--- src/rtl/muldiv_pkg.sv ---
// Shared types and helpers for the multiply/divide unit.
package muldiv_pkg;

  typedef enum logic [2:0] {
    OP_MUL    = 3'b000,
    OP_MULH   = 3'b001,
    OP_MULHSU = 3'b010,
    OP_MULHU  = 3'b011,
    OP_DIV    = 3'b100,
    OP_DIVU   = 3'b101,
    OP_REM    = 3'b110,
    OP_REMU   = 3'b111
  } op_e;

  typedef enum logic [1:0] {
    ST_IDLE = 2'd0,
    ST_MUL  = 2'd1,
    ST_DIV  = 2'd2,
    ST_DONE = 2'd3
  } state_e;

  // Width of a down-counter that must hold the value `width`.
  function automatic int cnt_width(input int width);
    return $clog2(width + 1);
  endfunction

  function automatic logic op_is_mul(input op_e op);
    return op inside {OP_MUL, OP_MULH, OP_MULHSU, OP_MULHU};
  endfunction

  function automatic logic op_is_signed_div(input op_e op);
    return op inside {OP_DIV, OP_REM};
  endfunction

  function automatic logic op_is_rem(input op_e op);
    return op inside {OP_REM, OP_REMU};
  endfunction

endpackage

--- src/rtl/muldiv_divider.sv ---
// Iterative restoring divider: one quotient bit per cycle on operand
// magnitudes, sign fixup folded into the final iteration's outputs.
// The divisor is assumed non-zero; the caller handles the zero and
// overflow corner cases without starting the core.
module muldiv_divider
  import muldiv_pkg::*;
#(
  parameter int WIDTH = 32
) (
  input  logic             clk,
  input  logic             rst,
  input  logic             start,
  input  logic             abort,
  input  logic             signed_op,
  input  logic [WIDTH-1:0] dividend,
  input  logic [WIDTH-1:0] divisor,
  output logic             busy,
  output logic             done,
  output logic [WIDTH-1:0] quotient,
  output logic [WIDTH-1:0] remainder
);

  localparam int CNT_W = cnt_width(WIDTH);

  logic [CNT_W-1:0] cnt_q, cnt_d;
  logic [WIDTH-1:0] quo_q, quo_d;
  logic [WIDTH-1:0] rem_q, rem_d;
  logic [WIDTH-1:0] dvs_q, dvs_d;
  logic             q_neg_q, q_neg_d;
  logic             r_neg_q, r_neg_d;

  logic [WIDTH:0]   shifted;
  logic [WIDTH:0]   trial;
  logic             q_bit;
  logic [WIDTH-1:0] quo_next;
  logic [WIDTH-1:0] rem_next;
  logic             a_neg;
  logic             b_neg;

  assign busy = (cnt_q != '0);
  assign done = (cnt_q == CNT_W'(1));

  // One restoring step plus the signed view of the result it would produce.
  always_comb begin
    shifted   = {rem_q, quo_q[WIDTH-1]};
    trial     = shifted - {1'b0, dvs_q};
    q_bit     = ~trial[WIDTH];
    rem_next  = q_bit ? trial[WIDTH-1:0] : shifted[WIDTH-1:0];
    quo_next  = {quo_q[WIDTH-2:0], q_bit};
    quotient  = q_neg_q ? -quo_next : quo_next;
    remainder = r_neg_q ? -rem_next : rem_next;
  end

  // Load magnitudes on start, iterate while the down-counter is non-zero.
  always_comb begin
    cnt_d   = cnt_q;
    quo_d   = quo_q;
    rem_d   = rem_q;
    dvs_d   = dvs_q;
    q_neg_d = q_neg_q;
    r_neg_d = r_neg_q;
    a_neg   = signed_op & dividend[WIDTH-1];
    b_neg   = signed_op & divisor[WIDTH-1];
    if (abort) begin
      cnt_d = '0;
    end else if (start) begin
      cnt_d   = CNT_W'(WIDTH);
      quo_d   = a_neg ? -dividend : dividend;
      dvs_d   = b_neg ? -divisor : divisor;
      rem_d   = '0;
      q_neg_d = a_neg ^ b_neg;
      r_neg_d = a_neg;
    end else if (busy) begin
      cnt_d = cnt_q - CNT_W'(1);
      quo_d = quo_next;
      rem_d = rem_next;
    end
  end

  // Divider state registers.
  always_ff @(posedge clk or negedge rst) begin
    if (!rst) begin
      cnt_q   <= '0;
      quo_q   <= '0;
      rem_q   <= '0;
      dvs_q   <= '0;
      q_neg_q <= 1'b0;
      r_neg_q <= 1'b0;
    end else begin
      cnt_q   <= cnt_d;
      quo_q   <= quo_d;
      rem_q   <= rem_d;
      dvs_q   <= dvs_d;
      q_neg_q <= q_neg_d;
      r_neg_q <= r_neg_d;
    end
  end

endmodule

--- src/rtl/muldiv_unit.sv ---
// Single-issue multiply/divide unit with tag passthrough.
//
// state   | meaning
// --------+----------------------------------------------------------
// IDLE    | ready for a new operation
// MUL     | operands latched, product registered on the next edge
// DIV     | restoring divider iterating
// DONE    | result held on out_res/out_tag until out_ready
module muldiv_unit
  import muldiv_pkg::*;
#(
  parameter int WIDTH = 32,
  parameter int TAG_W = 5
) (
  input  logic             clk,
  input  logic             rst,
  input  logic             in_valid,
  output logic             in_ready,
  input  logic [2:0]       in_op,
  input  logic [WIDTH-1:0] in_op1,
  input  logic [WIDTH-1:0] in_op2,
  input  logic [TAG_W-1:0] in_tag,
  input  logic             kill,
  output logic             out_valid,
  input  logic             out_ready,
  output logic [WIDTH-1:0] out_res,
  output logic [TAG_W-1:0] out_tag
);

  localparam logic [WIDTH-1:0] MOST_NEG = {1'b1, {(WIDTH-1){1'b0}}};

  state_e           state_q, state_d;
  op_e              op_q, op_d;
  logic [WIDTH-1:0] op1_q, op1_d;
  logic [WIDTH-1:0] op2_q, op2_d;
  logic [TAG_W-1:0] tag_q, tag_d;
  logic [WIDTH-1:0] out_res_q, out_res_d;
  logic [TAG_W-1:0] out_tag_q, out_tag_d;
  logic             in_ready_q, in_ready_d;
  logic             out_valid_q, out_valid_d;

  op_e                     in_op_e;
  logic                    accept;
  logic                    div_zero;
  logic                    div_ovf;
  logic                    div_start;
  logic                    div_busy_unused;
  logic                    div_done;
  logic [WIDTH-1:0]        div_quo;
  logic [WIDTH-1:0]        div_rem;

  logic signed [WIDTH:0]     mul_a;
  logic signed [WIDTH:0]     mul_b;
  logic signed [2*WIDTH+1:0] mul_p;
  logic                      unused_mul_top;

  assign in_op_e   = op_e'(in_op);
  assign accept    = in_valid & in_ready_q & ~kill;
  assign div_zero  = (in_op2 == '0);
  assign div_ovf   = op_is_signed_div(in_op_e) & (in_op1 == MOST_NEG) & (in_op2 == '1);

  assign in_ready  = in_ready_q;
  assign out_valid = out_valid_q;
  assign out_res   = out_res_q;
  assign out_tag   = out_tag_q;

  // One (WIDTH+1)-square signed multiply; the extension bit selects signedness.
  always_comb begin
    mul_a = {((op_q == OP_MULH) | (op_q == OP_MULHSU)) & op1_q[WIDTH-1], op1_q};
    mul_b = {(op_q == OP_MULH) & op2_q[WIDTH-1], op2_q};
    mul_p = mul_a * mul_b;
    unused_mul_top = ^mul_p[2*WIDTH+1:2*WIDTH];
  end

  muldiv_divider #(
    .WIDTH(WIDTH)
  ) u_divider (
    .clk       (clk),
    .rst       (rst),
    .start     (div_start),
    .abort     (kill),
    .signed_op (op_is_signed_div(in_op_e)),
    .dividend  (in_op1),
    .divisor   (in_op2),
    .busy      (div_busy_unused),
    .done      (div_done),
    .quotient  (div_quo),
    .remainder (div_rem)
  );

  // Next-state and result selection; kill overrides every other request.
  always_comb begin
    state_d   = state_q;
    op_d      = op_q;
    op1_d     = op1_q;
    op2_d     = op2_q;
    tag_d     = tag_q;
    out_res_d = out_res_q;
    out_tag_d = out_tag_q;
    div_start = 1'b0;
    if (kill) begin
      state_d = ST_IDLE;
    end else begin
      case (state_q)
        ST_IDLE: begin
          if (accept) begin
            op_d  = in_op_e;
            op1_d = in_op1;
            op2_d = in_op2;
            tag_d = in_tag;
            if (op_is_mul(in_op_e)) begin
              state_d = ST_MUL;
            end else if (div_zero) begin
              out_res_d = op_is_rem(in_op_e) ? in_op1 : '1;
              out_tag_d = in_tag;
              state_d   = ST_DONE;
            end else if (div_ovf) begin
              out_res_d = op_is_rem(in_op_e) ? '0 : in_op1;
              out_tag_d = in_tag;
              state_d   = ST_DONE;
            end else begin
              div_start = 1'b1;
              state_d   = ST_DIV;
            end
          end
        end
        ST_MUL: begin
          out_res_d = (op_q == OP_MUL) ? mul_p[WIDTH-1:0] : mul_p[2*WIDTH-1:WIDTH];
          out_tag_d = tag_q;
          state_d   = ST_DONE;
        end
        ST_DIV: begin
          if (div_done) begin
            out_res_d = op_is_rem(op_q) ? div_rem : div_quo;
            out_tag_d = tag_q;
            state_d   = ST_DONE;
          end
        end
        ST_DONE: begin
          if (out_ready) begin
            state_d = ST_IDLE;
          end
        end
        default: state_d = ST_IDLE;
      endcase
    end
    in_ready_d  = (state_d == ST_IDLE);
    out_valid_d = (state_d == ST_DONE);
  end

  // FSM state, latched operands and registered handshake outputs.
  always_ff @(posedge clk or negedge rst) begin
    if (!rst) begin
      state_q     <= ST_IDLE;
      op_q        <= OP_MUL;
      op1_q       <= '0;
      op2_q       <= '0;
      tag_q       <= '0;
      out_res_q   <= '0;
      out_tag_q   <= '0;
      in_ready_q  <= 1'b1;
      out_valid_q <= 1'b0;
    end else begin
      state_q     <= state_d;
      op_q        <= op_d;
      op1_q       <= op1_d;
      op2_q       <= op2_d;
      tag_q       <= tag_d;
      out_res_q   <= out_res_d;
      out_tag_q   <= out_tag_d;
      in_ready_q  <= in_ready_d;
      out_valid_q <= out_valid_d;
    end
  end

endmodule

--- config.mk ---
export PLATFORM = sky130hd
export DESIGN_NAME = muldiv_unit
export DESIGN_NICKNAME = d
export VERILOG_FILES = /design/src/rtl/muldiv_pkg.sv /design/src/rtl/muldiv_divider.sv /design/src/rtl/muldiv_unit.sv
export SDC_FILE = /design/constraint.sdc
export NUM_CORES = 2
export LEC_CHECK = 0
export ABC_CLOCK_PERIOD_IN_PS = 14200
export BUFFER_PORTS_ARGS = -buffer_cell sky130_fd_sc_hd__buf_2
export CAP_MARGIN = 20
export CORE_ASPECT_RATIO = 1.5
export CORE_MARGIN = 1
export CORE_UTILIZATION = 46
export CTS_CLUSTER_DIAMETER = 200
export DETAILED_ROUTE_END_ITERATION = 12
export PLACE_DENSITY = 0.71
export REMOVE_ABC_BUFFERS = 1
export SLEW_MARGIN = 10
export SYNTH_ARGS = -nofsm -noshare
export SYNTH_HDL_FRONTEND = slang
export SYNTH_HIERARCHICAL = 1
export SYNTH_SLANG_ARGS = --single-unit
--- constraint.sdc ---
create_clock -name clk -period 14.2 [get_ports clk]
set_clock_uncertainty 0.15 [all_clocks]
set_input_delay 0.71 -clock clk [delete_from_list [all_inputs] [get_ports clk]]
set_output_delay 0.71 -clock clk [all_outputs]
set_load 0.005 [all_outputs]
# After elaboration in Yosys (flattened, before gate mapping)
# Cells that the tools add are included.
# classes
mul,1
bitwise_logic,12
n_addsub,6
n_reduce_logical,17
mux,42
eq_ne,21
# op_table
operator,count
32-bit two-way mux,18
32-bit negator,4
32-bit case mux with 3 select lines,1
"32-bit == test, second input constant",2
33-bit by 33-bit multiplier with 64-bit output,1
33-bit by 32-bit subtractor with 33-bit output,1
32-bit zero test,1
5-bit two-way mux,5
6-bit two-way mux,3
"3-bit == test, second input constant",5
5-bit case mux with 3 select lines,1
2-bit two-way mux,5
"3-bit by 2-bit == test with 1-bit output, second input constant",3
1-bit AND,8
1-bit two-way mux,8
2-bit case mux with 4 select lines,1
2-bit nonzero test,4
"2-bit == test, second input constant",3
"3-bit by 1-bit == test with 1-bit output, second input constant",2
"6-bit by 1-bit == test with 1-bit output, second input constant",1
3-bit zero test,2
"2-bit inequality test, second input constant",3
6-bit AND reduction,1
3-bit nonzero test,2
other kinds (11),14
# totals
register_bits,217
elab_cells,114

# Depth between registers and ports, before layout
# logic_depth
ltp_word,12
ltp_mapped,32
depth_no_buf,30

# Cells and area by module
# The synthesis kept the hierarchy.
# by_module_without_submodules
mod,instances,cells_per_inst,area_each_um2
muldiv_unit,1,4834,44063.5
muldiv_divider,1,1236,9375.2

# Worst setup path after synthesis
# OpenSTA, ideal clock, no wires.
# synth_path
kind,register -> register
start,reg op_q[2]
end,"reg out_res_q[28], in the netlist out_res[28]"
slack_ns,5.577
path_stages_with_launch,30
arrival_ns,8.396
setup_time_ns,0.077
path_cell_list,dfrtp_1 -> clkbuf_1 -> nor3b_1 -> clkbuf_1 -> nand2_1 -> fa_1 -> fa_1 -> inv_1 -> fa_1 -> inv_1 -> fa_1 -> inv_1 -> fa_1 -> fa_1 -> fa_1 -> inv_1 -> fa_1 -> inv_1 -> ha_1 -> clkbuf_1 -> nand2_1 -> nor2_1 -> nand3_1 -> o21ai_0 -> nor3b_1 -> a221oi_2 -> nor3_1 -> nor4b_1 -> a21oi_1 -> o21ai_1
# synth_between
elab_chain_cells,6
# synth_lines
element,line,source
start: declaration,muldiv_unit.sv:33,"op_e op_q, op_d;"
start signal: assignment,muldiv_unit.sv:165,op_q <= op_d;
3-bit by 1-bit == test with 1-bit output or 3-bit by 2-bit == test with 1-bit output (tied branches),"muldiv_unit.sv:69, muldiv_unit.sv:70",
1-bit bitwise OR,muldiv_unit.sv:69,"mul_a = {((op_q == OP_MULH) | (op_q == OP_MULHSU)) & op1_q[WIDTH-1], op1_q};"
1-bit AND,muldiv_unit.sv:69,
33-bit by 33-bit multiplier with 64-bit output,muldiv_unit.sv:71,mul_p = mul_a * mul_b;
32-bit two-way mux,muldiv_unit.sv:128,out_res_d = (op_q == OP_MUL) ? mul_p[WIDTH-1:0] : mul_p[2*WIDTH-1:WIDTH];
32-bit case mux with 3 select lines (*),muldiv_unit.sv:104,case (state_q)
end signal: assignment,muldiv_unit.sv:169,out_res_q <= out_res_d;
end: declaration,muldiv_unit.sv:37,"logic [WIDTH-1:0] out_res_q, out_res_d;"
# Every way passes the cells marked *; elsewhere a longest branch is shown, timed or not. The select of a mux whose other input is x is not followed.
# A chain may end at the register's enable or synchronous reset.

# Worst setup path after layout
# layout_path
start,reg op_q[1]
end,"reg out_res_q[26], in the netlist out_res[26]"
# The elaborated chain is that of the path after synthesis.

==> results_dict.tcl <==
set metrics [dict create \
    rsz0062_at_grt "no" \
    grt_max_degree 99 \
    area_growth_pct 4.95 \
    finalMaxSlewViolations 0 \
    synth-seq-cells 217 \
    cts_tree "yes" \
    postCtsResizedCells 0 \
    initial_utilization 0.465 \
    status "finished, final reports clean" \
    globalplace.congestion 0.984 \
    clock_sink_count 217 \
    synth_edf_count 0 \
    maxSlewHeadroom 0.229 \
    critPathMaxStageDelay_ps 760 \
    clock-root-buffer "clkbuf_16" \
    grt_use_total 0.275 \
    wl_um 157000 \
    arrival_ps 9980 \
    vias_per_cell 5.60 \
    tightest_slew_ps 1160 \
    crit_family "adder cells" \
    ys_types 94 \
    grt_pass1_wl_um 249000 \
    vias 42050 \
    drtAntennaViolNets 0 \
    die_w_um 280 \
    die_area_sq_mm 0.118 \
    yosysSeqAreaShare 0.102 \
    drive_above_1_share 0.0654 \
    ys.warnings.count 6 \
    crit_type "reg -> reg" \
    hold_violations 0 \
    setup_tns_ps 0 \
    cp_num_buf_inv 8 \
    core-area_sq_mm 0.115 \
    drc 0 \
    num_rows 152 \
    async_flop_share 1.00 \
    clockBufferDepth 3 \
    htree_levels 1 \
    cts_inserted_buffers 23 \
    synth_ff_type "dfrtp_1" \
    finalCritPeriodShare 0.684 \
    clk_pin_slew_worst_paths_ps 70 \
    syn_area_sq_mm 0.0534 \
    first_pass_iters 8 \
    cp.required_ps 14460 \
    dr.first_iter.drc_count 2625 \
    fillCellCount 10890 \
    nNetsFinal 7402 \
    antenna_found_initial 13 \
    clk_latency_ps 530 \
    max-cap-violations 0 \
    setup_viol 0 \
    wire_per_inst_um 21.0 \
    min_period_ps 9720 \
    syn-instance-count 6070 \
    hpwl_um 129000 \
    fp.dieH_um 419 \
    overflow 0 \
    grt_pass1_vias 45364 \
    hp-class "in -> async" \
    numPortBuffers 115 \
    synth_area_per_cell_sq_um 8.80 \
    pin_count 116 \
    cts_hold_buffers 0 \
    postCtsSetupBuffers 0 \
    cpMostUsedCell "fa_1" \
    cp-end-kind "register" \
    crit_fanout 31 \
    worstSetupStartpointType "register" \
    cp_slowest_cell "fa_1" \
    fmax_mhz 103 \
]
==> sequential cells by signal, summed over array words and instances, names as in the netlist, 2 cells and up <==
name and cells:
u_divider/quo_q 32, u_divider/dvs_q 32, state_q 2, out_res 32, u_divider/cnt_q 6, u_divider/rem_q 32, tag_q 5, op_q 3
op2_q 32, out_tag 5, op1_q 32
==> cells in the final DEF, fill, tap and decap left out, types with 82 or more instances in the layout <==
master	synthesis	final
and2_1	325	325
nand2_1	1036	1035
mux2_2	82	82
fa_1	1126	1126
a21oi_1	186	186
dfrtp_1	216	205
buf_2	10	114
ha_1	255	255
xnor2_1	121	121
xor2_1	100	100
inv_1	1233	1233
nor2_1	157	157
o21ai_0	249	249
==> cell type report <==
cell class	count	area, sq um	area share
Multi-Input combinational cell	4270	42100	0.750
Sequential cell	217	5450	0.0971
Inverter	1236	4640	0.0827
Tap cell	1540	1930	0.0344
Timing Repair Buffer	196	1210	0.0216
Clock buffer	31	636	0.0113
Clock inverter	9	125	0.00223
Antenna cell	6	15.0	0.000268
==> final timing paths <==
path,start,end,slack (ps),cells past startpoint
setup / recovery,op_q[1],out_res[26],4480,30
hold reg to reg,out_tag[4],out_tag[4],330,2
setup reg to reg,op_q[1],out_res[26],4480,30
hold / removal,rst,u_divider/dvs_q[23],60,1
max in group asynchronous,rst,op1_q[24],12250,2
min in group clk,in_tag[4],tag_q[4],290,2
==> logic make-up (layout without fill, tap and decap cells) <==
logic type | count (synthesis) | after routing | share of synthesized area
simple gates | 1806 | 1806 | 0.156
buf+inv | 1583 | 1472 | 0.112
other cells | 0 | 6 | 0
fa+ha+maj | 1387 | 1387 | 0.483
compound gates | 722 | 722 | 0.0847
mux | 133 | 133 | 0.0268
xor+xnor | 222 | 222 | 0.0365
flops | 217 | 217 | 0.102
==> Yosys cell counts (all sizes together) (9+ instances only) <==
cell	number	area [sq um]
nand3	39	195
nand4	31	194
nor2	157	589
or2	22	138
nand2b	20	125
a221oi	18	170
and3	10	62.6
a21o	41	308
a31oi	23	144
buf	19	98.8
fa	1126	22500
nor4	33	213
xnor2	122	1080
mux2i	51	510
nor3b	9	67.6
inv	1234	4630
a21oi	188	948
o21a	9	67.6
ha	255	3190
nor2b	14	90.1
mux2	82	923
nor3	48	240
o31ai	42	325
o41ai	20	205
or3	18	118
clkbuf	328	1230
a211oi	25	188
xor2	100	876
and2	325	2030
o21ai	262	1320
nand2	1037	3890
or4	15	124
o21bai	13	97.6
dfrtp	216	5410
o211ai	13	103
==> per-layer routing <==
layer	routed length [um]	global-route usage	vias to the layer above
met5	28	0	-
met4	10600	0.162	4
met3	11000	0.0463	591
met2	82400	0.499	1595
met1	53300	0.298	21624
li1	-	-	18236
==> per-stage QoR <==
step                      std cells   util  setup WS (ps)  instance area [sq um]  hold slack, ps
after floorplan                5723      -           4190                  52100             264
after global placement         7458  0.481           4530                  55300             313
after detailed placement       7458  0.481           4370                  55300             319
after CTS                      7498  0.488           4380                  56000            93.9
after global routing           7503  0.488           3640                  56100             115
final                          7505  0.488           4480                  56100            63.4
Power is left out: the tool's default activity adds up to more than one toggle a clock period on the data nets, which glitch-free logic cannot reach.
